### config.mk
export PLATFORM = sky130hd
export DESIGN_NAME = if_stage
export DESIGN_NICKNAME = d
export VERILOG_FILES = /design/src/rtl/if_stage.sv
export SDC_FILE = /design/constraint.sdc
export NUM_CORES = 1
export LEC_CHECK = 0
export ABC_AREA = 1
export BUFFER_PORTS_ARGS = -buffer_cell sky130_fd_sc_hd__buf_4
export CAP_MARGIN = 10
export CELL_PAD_IN_SITES_DETAIL_PLACEMENT = 0
export CELL_PAD_IN_SITES_GLOBAL_PLACEMENT = 1
export CORE_MARGIN = 8
export CORE_UTILIZATION = 30
export DETAILED_ROUTE_END_ITERATION = 16
export PLACE_DENSITY_LB_ADDON = 0.1
export SETUP_SLACK_MARGIN = 0.4
export SKIP_LAST_GASP = 1
export SLEW_MARGIN = 20
export SYNTH_ARGS = -nofsm -noshare
export SYNTH_HDL_FRONTEND = slang
export SYNTH_SLANG_ARGS = --single-unit
### constraint.sdc
create_clock -name clk -period 4.05 [get_ports clk]
set_input_delay 0.2025 -clock clk [delete_from_list [all_inputs] [get_ports clk]]
set_output_delay 0.2025 -clock clk [all_outputs]
set_load 0.05 [all_outputs]
### src/rtl/if_stage.sv
// rtl/if_stage.sv - instruction fetch stage producing the IF/ID pipeline register
module if_stage #(
  parameter logic [31:0] RESET_PC        = 32'h0000_0000,
  parameter int          FQ_DEPTH        = 2,
  parameter int          MAX_OUTSTANDING = 2
) (
  input  logic        clk,
  input  logic        rst,
  input  logic        id_stall,
  input  logic        ex_take_branch,
  input  logic [31:0] ex_target_pc,
  output logic        imem_req_valid,
  output logic [31:0] imem_req_addr,
  input  logic        imem_req_ready,
  input  logic        imem_resp_valid,
  input  logic [31:0] imem_resp_data,
  output logic [31:0] if_id_IR,
  output logic [31:0] if_id_PC,
  output logic        if_id_valid_inst
);

  localparam logic [31:0] NOP   = 32'h0000_0013;
  localparam int          FQ_AW = $clog2(FQ_DEPTH);
  localparam int          FQ_CW = $clog2(FQ_DEPTH + 1);
  localparam int          OS_AW = (MAX_OUTSTANDING > 1) ? $clog2(MAX_OUTSTANDING) : 1;
  localparam int          OS_CW = $clog2(MAX_OUTSTANDING + 1);

  // request-PC FIFO pointer advance; depth need not be a power of two
  function automatic logic [OS_AW-1:0] os_next(input logic [OS_AW-1:0] p);
    if (p == OS_AW'(MAX_OUTSTANDING - 1)) os_next = '0;
    else                                  os_next = p + OS_AW'(1);
  endfunction

  // architectural state
  logic [31:0]      fetch_pc_q, fetch_pc_d;
  logic [OS_CW-1:0] out_q, out_d;
  logic [OS_CW-1:0] drop_q, drop_d;
  logic [OS_AW-1:0] pcf_wr_q, pcf_wr_d, pcf_rd_q, pcf_rd_d;
  logic [FQ_AW-1:0] fq_wr_q, fq_wr_d, fq_rd_q, fq_rd_d;
  logic [FQ_CW-1:0] fq_cnt_q, fq_cnt_d;
  logic [31:0]      ir_q, ir_d, pc_q, pc_d;
  logic             valid_q, valid_d;

  // storage arrays (written only when their slot becomes live)
  logic [31:0] pcf_mem [MAX_OUTSTANDING];
  logic [31:0] fq_pc   [FQ_DEPTH];
  logic [31:0] fq_ir   [FQ_DEPTH];

  logic [31:0] occupancy;
  logic        req_fire, resp_fire, resp_keep;
  logic        fq_push, fq_pop, bypass;
  logic [31:0] resp_pc;

  // Slots already committed (in flight + buffered) bound new requests so a
  // response can always be stored even while decode is stalled.
  assign occupancy      = 32'(out_q) + 32'(fq_cnt_q);
  assign imem_req_valid = !rst && !ex_take_branch &&
                          (32'(out_q) < 32'(MAX_OUTSTANDING)) &&
                          (occupancy < 32'(FQ_DEPTH));
  assign imem_req_addr  = fetch_pc_q;
  assign req_fire       = imem_req_valid && imem_req_ready;
  assign resp_fire      = imem_resp_valid && !rst;
  assign resp_pc        = pcf_mem[pcf_rd_q];
  assign resp_keep      = resp_fire && (drop_q == '0) && !ex_take_branch;
  assign fq_pop         = !ex_take_branch && !id_stall && (fq_cnt_q != '0);
  assign fq_push        = resp_keep && (id_stall || (fq_cnt_q != '0));
  assign bypass         = resp_keep && !id_stall && (fq_cnt_q == '0);

  assign if_id_IR         = ir_q;
  assign if_id_PC         = pc_q;
  assign if_id_valid_inst = valid_q;

  // next-state: request bookkeeping, drop accounting, queue and IF/ID priority
  always_comb begin
    fetch_pc_d = fetch_pc_q;
    out_d      = out_q;
    drop_d     = drop_q;
    pcf_wr_d   = pcf_wr_q;
    pcf_rd_d   = pcf_rd_q;
    fq_wr_d    = fq_wr_q;
    fq_rd_d    = fq_rd_q;
    fq_cnt_d   = fq_cnt_q;
    ir_d       = ir_q;
    pc_d       = pc_q;
    valid_d    = valid_q;

    if (req_fire) begin
      fetch_pc_d = fetch_pc_q + 32'd4;
      pcf_wr_d   = os_next(pcf_wr_q);
    end
    if (resp_fire) pcf_rd_d = os_next(pcf_rd_q);

    case ({req_fire, resp_fire})
      2'b10:   out_d = out_q + OS_CW'(1);
      2'b01:   out_d = out_q - OS_CW'(1);
      default: out_d = out_q;
    endcase

    if (ex_take_branch) begin
      // everything still in flight belongs to the old path, including this
      // cycle's response which is thrown away right now
      fetch_pc_d = ex_target_pc;
      drop_d     = out_q - OS_CW'(resp_fire);
      fq_wr_d    = '0;
      fq_rd_d    = '0;
      fq_cnt_d   = '0;
      ir_d       = NOP;
      valid_d    = 1'b0;
    end else begin
      if (resp_fire && (drop_q != '0)) drop_d = drop_q - OS_CW'(1);
      if (fq_push) fq_wr_d = fq_wr_q + FQ_AW'(1);
      if (fq_pop)  fq_rd_d = fq_rd_q + FQ_AW'(1);
      case ({fq_push, fq_pop})
        2'b10:   fq_cnt_d = fq_cnt_q + FQ_CW'(1);
        2'b01:   fq_cnt_d = fq_cnt_q - FQ_CW'(1);
        default: fq_cnt_d = fq_cnt_q;
      endcase
      if (!id_stall) begin
        if (fq_pop) begin
          ir_d    = fq_ir[fq_rd_q];
          pc_d    = fq_pc[fq_rd_q];
          valid_d = 1'b1;
        end else if (bypass) begin
          ir_d    = imem_resp_data;
          pc_d    = resp_pc;
          valid_d = 1'b1;
        end else begin
          ir_d    = NOP;
          valid_d = 1'b0;
        end
      end
    end
  end

  // state register with synchronous reset
  always_ff @(posedge clk) begin
    if (rst) begin
      fetch_pc_q <= RESET_PC;
      out_q      <= '0;
      drop_q     <= '0;
      pcf_wr_q   <= '0;
      pcf_rd_q   <= '0;
      fq_wr_q    <= '0;
      fq_rd_q    <= '0;
      fq_cnt_q   <= '0;
      ir_q       <= NOP;
      pc_q       <= 32'h0000_0000;
      valid_q    <= 1'b0;
    end else begin
      fetch_pc_q <= fetch_pc_d;
      out_q      <= out_d;
      drop_q     <= drop_d;
      pcf_wr_q   <= pcf_wr_d;
      pcf_rd_q   <= pcf_rd_d;
      fq_wr_q    <= fq_wr_d;
      fq_rd_q    <= fq_rd_d;
      fq_cnt_q   <= fq_cnt_d;
      ir_q       <= ir_d;
      pc_q       <= pc_d;
      valid_q    <= valid_d;
    end
  end

  // record accepted addresses and buffer kept responses
  always_ff @(posedge clk) begin
    if (req_fire) pcf_mem[pcf_wr_q] <= fetch_pc_q;
    if (fq_push) begin
      fq_pc[fq_wr_q] <= resp_pc;
      fq_ir[fq_wr_q] <= imem_resp_data;
    end
  end

endmodule

==> results.rst, run 1 <==
.. list-table::
   :header-rows: 1

   * - Metric
     - Value
   * - Synthesized flop and latch total
     - 301
   * - Floorplan core area
     - between 40000 and 50000 um^2
   * - Cell Chain, Critical Path
     - nand2_1 -> inv_1 -> fa_1 -> nor2_1 -> nand2_1 -> nor3_4 -> buf_4 -> o21ai_0 -> o21ai_0 -> nand2_1 -> a21oi_1
   * - Leftover overflow at the end of global routing
     - 0
   * - Data required time at the worst endpoint
     - 4.52 ns
   * - Fraction of final layout cells with drive strength greater than 1
     - 21.5%
   * - Routed length per instance
     - 17.9 um
   * - Synth Cell Area
     - 12400 um^2
   * - Post-layout instance area
     - 15800 um^2
   * - Effective utilization at floorplan
     - roughly 30%
   * - Library cell with the highest instance count after synthesis
     - sky130_fd_sc_hd__nand2_1
   * - Crit path capture type
     - flip-flop
   * - Share of the yosys chip area belonging to registers
     - 64.3%
   * - Number of port buffers
     - 167
   * - GR peak layer
     - met2
   * - Worst hold path endpoint
     - imem_req_addr[21]
   * - Area fraction of the dominant cell type after synthesis
     - 46.6%
   * - Row cnt
     - 74
   * - Resize count post-CTS
     - 0
   * - Via count normalized by instance count
     - approximately 4.6
   * - RSZ-0062 raised after global routing
     - no
   * - Met3 demand-to-capacity share in global routing
     - ~3.4%
   * - Final wirelength
     - 35300 um
   * - Largest buffer count on any clock path
     - 3
   * - Hold WS
     - about 0.044 ns
   * - Finished Core Util
     - 38.8%
   * - DR pass1 iterations
     - 4
   * - Asr flop ratio synth
     - 0%
   * - Min Clock Period, post-route
     - 2.65 ns
   * - CTS tree
     - built
   * - Count of max-cap constraint violations
     - 0
   * - Clock Power Share
     - between 40 and 50%
   * - Peak supply drop
     - 0.238 mV
   * - Post-route ant nets
     - 0
   * - Pin count of the biggest net entering global routing
     - 69
   * - Final layout net count
     - 1488
   * - Initial antenna violation count
     - 0
   * - Combinational share of power
     - 8.1%
   * - Gr usage total
     - between 10% and 20%
   * - Final-layout setup total negative slack
     - 0 ns
   * - Crit path max fanout
     - 20
   * - Path type of the worst min-delay path
     - in2reg
   * - Number of H-tree levels
     - 2
   * - Detailed-route DRC error count
     - 0
   * - Post-placement cell area
     - 14100 um^2
   * - Syn_area_per_cell
     - 10.3 um^2
   * - Critical-path cell with the highest stage delay
     - sky130_fd_sc_hd__nor3_4
   * - Switching component of the power
     - 1710 uW
   * - Estimated wirelength of the detail-placed design
     - 22000 um
   * - Crit path largest cell delay
     - 0.52 ns
   * - Overall die width
     - about 220 um
   * - Root Buffer Master
     - sky130_fd_sc_hd__clkbuf_16
   * - R2r endpoint
     - imem_req_addr[10]
   * - Clock-pin slew on the worst setup and hold paths
     - 0.06 ns
   * - Reg2Reg Depth
     - 11
   * - Achievable Freq
     - between 0.3 and 0.4 GHz
   * - Top cells by instance count after synthesis
     - sky130_fd_sc_hd__nand2_1 (387), sky130_fd_sc_hd__edfxtp_1 (192), sky130_fd_sc_hd__dfxtp_1 (109)
   * - Worst reg2reg startpoint
     - fq_cnt_q[0]
   * - Power density over the cells
     - 451 nW/um^2
   * - IO Count
     - 168
   * - P&R area growth vs syn
     - 28.0%
   * - Sequential cell fraction of total power
     - 47.8%
   * - Count of warnings emitted by yosys
     - 0
   * - Reg-to-reg setup timing slack
     - roughly 1.4 ns
   * - Cell internal pwr
     - ~5400 uW
   * - Main area contributors after synthesis
     - sky130_fd_sc_hd__edfxtp_1 (47%), sky130_fd_sc_hd__dfxtp_1 (18%), sky130_fd_sc_hd__nand2_1 (12%)
   * - Family with the most delay on the worst path
     - simple AND/OR/NAND/NOR gates
   * - TritonCTS Sinks
     - 301
   * - Count of buffering cells on the critical path with inverters included
     - 2
   * - Slew at the pin with the worst max-slew slack
     - between 1 and 1.5 ns
   * - Startpoint-to-endpoint class of the critical path
     - reg2reg
   * - Via count of the first global-routing pass
     - approximately 9100
   * - Worst endpoint data arrival time
     - 3.12 ns
   * - Run status
     - finished, final reports clean
   * - Distinct cells, synth
     - 40
   * - Number of max-slew violations in the final report
     - 0
   * - Skew final
     - 0.0272 ns
   * - Top flip-flop cell by instance count after synthesis
     - sky130_fd_sc_hd__edfxtp_1
   * - Wire length of the first global-routing pass
     - 54200 um
   * - Number of buffers inserted for hold repair after clock tree synthesis
     - 56
   * - Buffers inserted by post-CTS timing repair
     - 0
   * - Overall die area
     - ~48000 um^2
   * - Library cell with the largest summed area after synthesis
     - sky130_fd_sc_hd__edfxtp_1
   * - Post-synth EDFFs
     - roughly 190
   * - Post-synthesis instance total
     - 1199
   * - Clock insertion delay at the later pin of the skew report
     - 0.54 ns
   * - Finish-stage setup viols
     - 0
   * - Max transition margin
     - 32.7%
   * - Static leakage power
     - roughly 0.006 uW
   * - Count of vias placed by the detailed router
     - 8997
   * - Number of antenna diodes
     - 0
   * - Cell seen most often among critical-path stages
     - sky130_fd_sc_hd__nand2_1
   * - Global-route track usage on met2
     - 24.1%
   * - Syn nets
     - approximately 1300
   * - Post-route fraction of the period consumed by the critical path
     - between 60 and 70%
   * - M1 GR Usage
     - 19.1%
   * - Hold_sp
     - ex_target_pc[21]
   * - Cts bufs inserted
     - 36
   * - GP Congestion
     - ~0.76
   * - Worst Hold Path Cells
     - 5
   * - Switching share of power
     - between 20% and 30%
   * - Critical path startpoint category
     - flip-flop
   * - Violation count after the first detailed-routing iteration
     - between 500 and 600
   * - Hold Fails Final Rpt
     - 0
   * - Floorplan die height
     - about 220 um
## state kept, by name, indices dropped and copies added (netlist names), 32 cells and up, named ones only
signal and flops:
fq_ir 64, fq_pc 64, if_id_IR 32, if_id_PC 32
imem_req_addr 32, pcf_mem 64
## power groups by stage
stage	registers, uW	logic [uW]	clock network (uW)
after global routing	3420	628	3360
after global placement	3470	541	0
after CTS	3410	588	3260
after detailed placement	3470	541	0
final	3410	578	3140
after floorplan	3570	223	0
## worst max-delay path by stage
stage                start  slack [ns]  cells after the start                 to
3_5_place_dp   fq_cnt_q[0]        1.42                     11  imem_req_addr[10]
4_1_cts        fq_cnt_q[0]        1.40                     11  imem_req_addr[10]
2_1_floorplan  fq_cnt_q[0]        0.62                      8      pcf_mem[1][0]
6_report       fq_cnt_q[0]        1.40                     11  imem_req_addr[10]
5_1_grt        fq_cnt_q[0]        1.15                     11  imem_req_addr[10]
3_3_place_gp   fq_cnt_q[0]        1.45                     11  imem_req_addr[10]
## worst min-delay path: stages
cell and delay, ns:
sky130_fd_sc_hd__buf_4 0.08, sky130_fd_sc_hd__nand2_1 0.04, sky130_fd_sc_hd__o21ai_0 0.06, sky130_fd_sc_hd__inv_1 0.04
sky130_fd_sc_hd__a21oi_1 0.11
## final cells by class
type	instances	area, um^2
clock inverters	18	149
repair buffers	237	1930
multi-input cells	771	3880
flip-flops and latches	301	7950
inverters	65	246
well taps	532	666
fillers	4051	24900
clock buffers	47	993
## per-layer routing
layer | part of all wire [%] | up-vias
met2 | 47 | 180
li1 | - | 4542
met1 | 46 | 4232
met5 | 0 | -
met3 | 5.0 | 43
met4 | 1.7 | 0
## layout by cell type, fill, tap and decap left out, types with 8 or more instances in the layout
cell type / synthesis / routed
sky130_fd_sc_hd__a21oi_1: 31 / 31
sky130_fd_sc_hd__a31oi_1: 70 / 70
sky130_fd_sc_hd__buf_4: 7 / 180
sky130_fd_sc_hd__clkbuf_16: 0 / 37
sky130_fd_sc_hd__clkinv_2: 0 / 8
sky130_fd_sc_hd__dfxtp_1: 109 / 108
sky130_fd_sc_hd__dlygate4sd3_1: 0 / 56
sky130_fd_sc_hd__edfxtp_1: 192 / 192
sky130_fd_sc_hd__inv_1: 59 / 58
sky130_fd_sc_hd__mux2_2: 25 / 25
sky130_fd_sc_hd__nand2_1: 387 / 387
sky130_fd_sc_hd__nand3_1: 36 / 36
sky130_fd_sc_hd__nor2_1: 60 / 56
sky130_fd_sc_hd__o211ai_1: 26 / 26
sky130_fd_sc_hd__o21ai_0: 38 / 38
sky130_fd_sc_hd__o21ai_1: 20 / 20
sky130_fd_sc_hd__or2_2: 25 / 25
sky130_fd_sc_hd__xor2_1: 12 / 12
## per-stage QoR
step / std cells / total power, uW / setup slack, ns
3_5_place_dp: 1850 / 4020 / 1.42
5_1_grt: 1971 / 7410 / 1.15
4_1_cts: 1971 / 7260 / 1.40
2_1_floorplan: 1199 / 3790 / 0.625
6_report: 1971 / 7130 / 1.40
3_3_place_gp: 1850 / 4010 / 1.45
## logic make-up (layout without fill, tap and decap cells)
group / after synthesis / in the layout / synth area share (%)
simple gates: 533 / 533 / 17.9
flops: 301 / 301 / 64.3
compound gates: 187 / 187 / 8.86
buf+inv: 127 / 367 / 4.46
mux: 32 / 32 / 2.92
xor+xnor: 13 / 13 / 0.921
fa+ha+maj: 6 / 6 / 0.668
Power figures use the tool's default switching activity.
==> inputs of run 2 (changes only) <==
==> constraint.sdc (replaced) <==
create_clock -name clk -period 2.58 [get_ports clk]
set_input_delay 0.129 -clock clk [delete_from_list [all_inputs] [get_ports clk]]
set_output_delay 0.129 -clock clk [all_outputs]
set_load 0.05 [all_outputs]
==> results.rst, run 2 (same netlist as run 1, synthesis figures left out) <==
.. list-table::
   :header-rows: 1

   * - Metric
     - Value
   * - Effective utilization at floorplan
     - between 30% and 40%
   * - Static leakage power
     - 0.00623 uW
   * - Achievable Freq
     - 0.467 GHz
   * - Fillers
     - 4079
   * - Root Buffer Master
     - sky130_fd_sc_hd__clkbuf_16
   * - Worst endpoint data arrival time
     - 2.59 ns
   * - Critical path startpoint category
     - flip-flop
   * - Leading cell type in the layout, fill and taps excluded
     - sky130_fd_sc_hd__nand2_1
   * - Count of vias placed by the detailed router
     - just over 9000
   * - Path type of the worst min-delay path
     - in2reg
   * - Startpoint-to-endpoint class of the critical path
     - reg2reg
   * - Detailed-route DRC error count
     - 0
   * - Clock-pin slew on the worst setup and hold paths
     - 0.06 ns
   * - Min Clock Period, post-route
     - approximately 2.1 ns
   * - Final-layout setup total negative slack
     - 0 ns
   * - Hold_sp
     - id_stall
   * - TritonCTS Sinks
     - 301
   * - Floorplan die height
     - 219 um
   * - Routed length per instance
     - approximately 18 um
   * - Footprint of the multi-input gates
     - 3940 um^2
   * - Slew at the pin with the worst max-slew slack
     - 0.849 ns
   * - Via count of the first global-routing pass
     - a little over 9000
   * - Source of the critical timing path
     - fq_cnt_q[0]
   * - Max transition margin
     - 43.4%
   * - Number of port buffers
     - 167
   * - Crit path capture type
     - flip-flop
   * - RSZ-0062 raised after global routing
     - yes
   * - Overall die width
     - 219 um
   * - Data required time at the worst endpoint
     - 3.03 ns
   * - IO Count
     - 168
   * - Wire length of the first global-routing pass
     - 54400 um
   * - Violation count after the first detailed-routing iteration
     - just over 400
   * - Crit path max fanout
     - 17
   * - Leftover overflow at the end of global routing
     - 0
   * - CTS tree
     - built
   * - Most frequent cells in the layout
     - sky130_fd_sc_hd__nand2_1 (383), sky130_fd_sc_hd__buf_4 (198), sky130_fd_sc_hd__edfxtp_1 (192), sky130_fd_sc_hd__dfxtp_1 (105), sky130_fd_sc_hd__a31oi_1 (70)
   * - Overall die area
     - 48000 um^2
   * - Peak supply drop
     - 0.302 mV
   * - Final wirelength
     - 35200 um
   * - Run status
     - finished, final reports clean
   * - Row cnt
     - 74
   * - Post-route ant nets
     - 0
   * - DR pass1 iterations
     - 4
   * - Largest registers in the final layout
     - fq_ir (64), fq_pc (64), pcf_mem (64)
   * - Estimated wirelength of the detail-placed design
     - 22600 um
   * - Largest buffer count on any clock path
     - 3
   * - Number of H-tree levels
     - 2
   * - Floorplan core area
     - 40700 um^2
   * - Finish-stage setup viols
     - 0
   * - Final layout net count
     - ~1500
   * - Pin count of the biggest net entering global routing
     - 65
   * - P&R area growth vs syn
     - 32.2%
   * - Post-route fraction of the period consumed by the critical path
     - between 80 and 90%
   * - Worst Hold Path Cells
     - 5
   * - Power density over the cells
     - 700 nW/um^2
   * - Number of max-slew violations in the final report
     - 0
   * - Initial antenna violation count
     - 0
   * - Number of antenna diodes
     - 0
   * - Worst reg2reg startpoint
     - fq_cnt_q[0]
   * - Cts bufs inserted
     - 36
   * - Total power draw
     - 11400 uW
   * - GP Congestion
     - around 0.73
   * - Fraction of final layout cells with drive strength greater than 1
     - 23.5%
   * - Count of max-cap constraint violations
     - 0
   * - Reg2Reg Depth
     - 11
   * - Clock insertion delay at the later pin of the skew report
     - 0.52 ns
   * - Skew final
     - ~0.014 ns
   * - Gr usage total
     - 14.5%
   * - Hold Fails Final Rpt
     - 0
   * - Sequential standard cell area
     - ~8000 um^2
   * - Via count normalized by instance count
     - 4.54
==> run 2: cell types whose count changed in the layout (fill, tap and decap cells not counted), sizes merged <==
cell	change
bufinv	+3
dlygate4sd3	+11
clkinv	-2
clkinvlp	-1
buf	+26
clkbuf	+2
inv	-2
==> run 2: path summary, 6_finish.rpt <==
kind | to | slack [ns]
setup / recovery | imem_req_addr[21] | 0.44
setup reg to reg | imem_req_addr[21] | 0.44
hold / removal | fq_wr_q | 0.17
hold reg to reg | flip-flop | 0.44
==> run 2: cell type report <==
cell class	count	share of cell area [%]
clock inverters	16	1.20
inverters	65	1.57
repair buffers	275	14.3
clock buffers	48	6.04
multi-input cells	771	24.1
well taps	532	4.07
flip-flops and latches	301	48.7
==> run 2: per-stage QoR <==
step / utilization (%) / hold WS, ns / instance area (um^2) / cells / setup slack, ns
final: 40.1 / 0.172 / 16300 / 2008 / 0.441
after global routing: 40.1 / 0.178 / 16300 / 2008 / 0.287
after CTS: 39.7 / 0.133 / 16200 / 1998 / 0.400
after detailed placement: 35.1 / 0.327 / 14300 / 1865 / 0.343
after global placement: 35.1 / 0.325 / 14300 / 1865 / 0.361
after floorplan: - / 0.228 / 12400 / 1199 / 0.106
==> run 2: per-layer routing <==
metal	up-vias	GRT usage (%)	routed length, um
li1	4609	-	-
met1	4292	18.8	16400
met2	171	24.2	16500
met3	41	2.82	1480
met4	0	4.56	773
met5	-	0	0
==> run 2: report_power, final <==
group	internal, uW	switching [uW]	leakage [uW]
combinational	388	592	0.00302
clock	3180	1940	0.000578
sequential	5240	105	0.00264
total	8800	2630	0.00623
==> run 2: critical path, stage by stage, from the launching register on <==
cell	delay (ns)
sky130_fd_sc_hd__dfxtp_4	0.36
sky130_fd_sc_hd__nand2_2	0.06
sky130_fd_sc_hd__inv_2	0.03
sky130_fd_sc_hd__fa_1	0.47
sky130_fd_sc_hd__nor2_2	0.11
sky130_fd_sc_hd__nand2_2	0.09
sky130_fd_sc_hd__buf_4	0.15
sky130_fd_sc_hd__nor3_4	0.23
sky130_fd_sc_hd__buf_4	0.17
sky130_fd_sc_hd__clkbuf_16	0.18
sky130_fd_sc_hd__nand3_1	0.09
sky130_fd_sc_hd__a21oi_1	0.13
==> run 2: repair_timing <==
action / CTS / global route
cloned: 0 / 1
gates resized for setup: 3 / 25
hold endpoints to repair: 130 / 0
setup endpoints to repair: 2 / 71
hold buffers: 67 / 0
buffers inserted: 2 / 9
pin swaps: 5 / 9
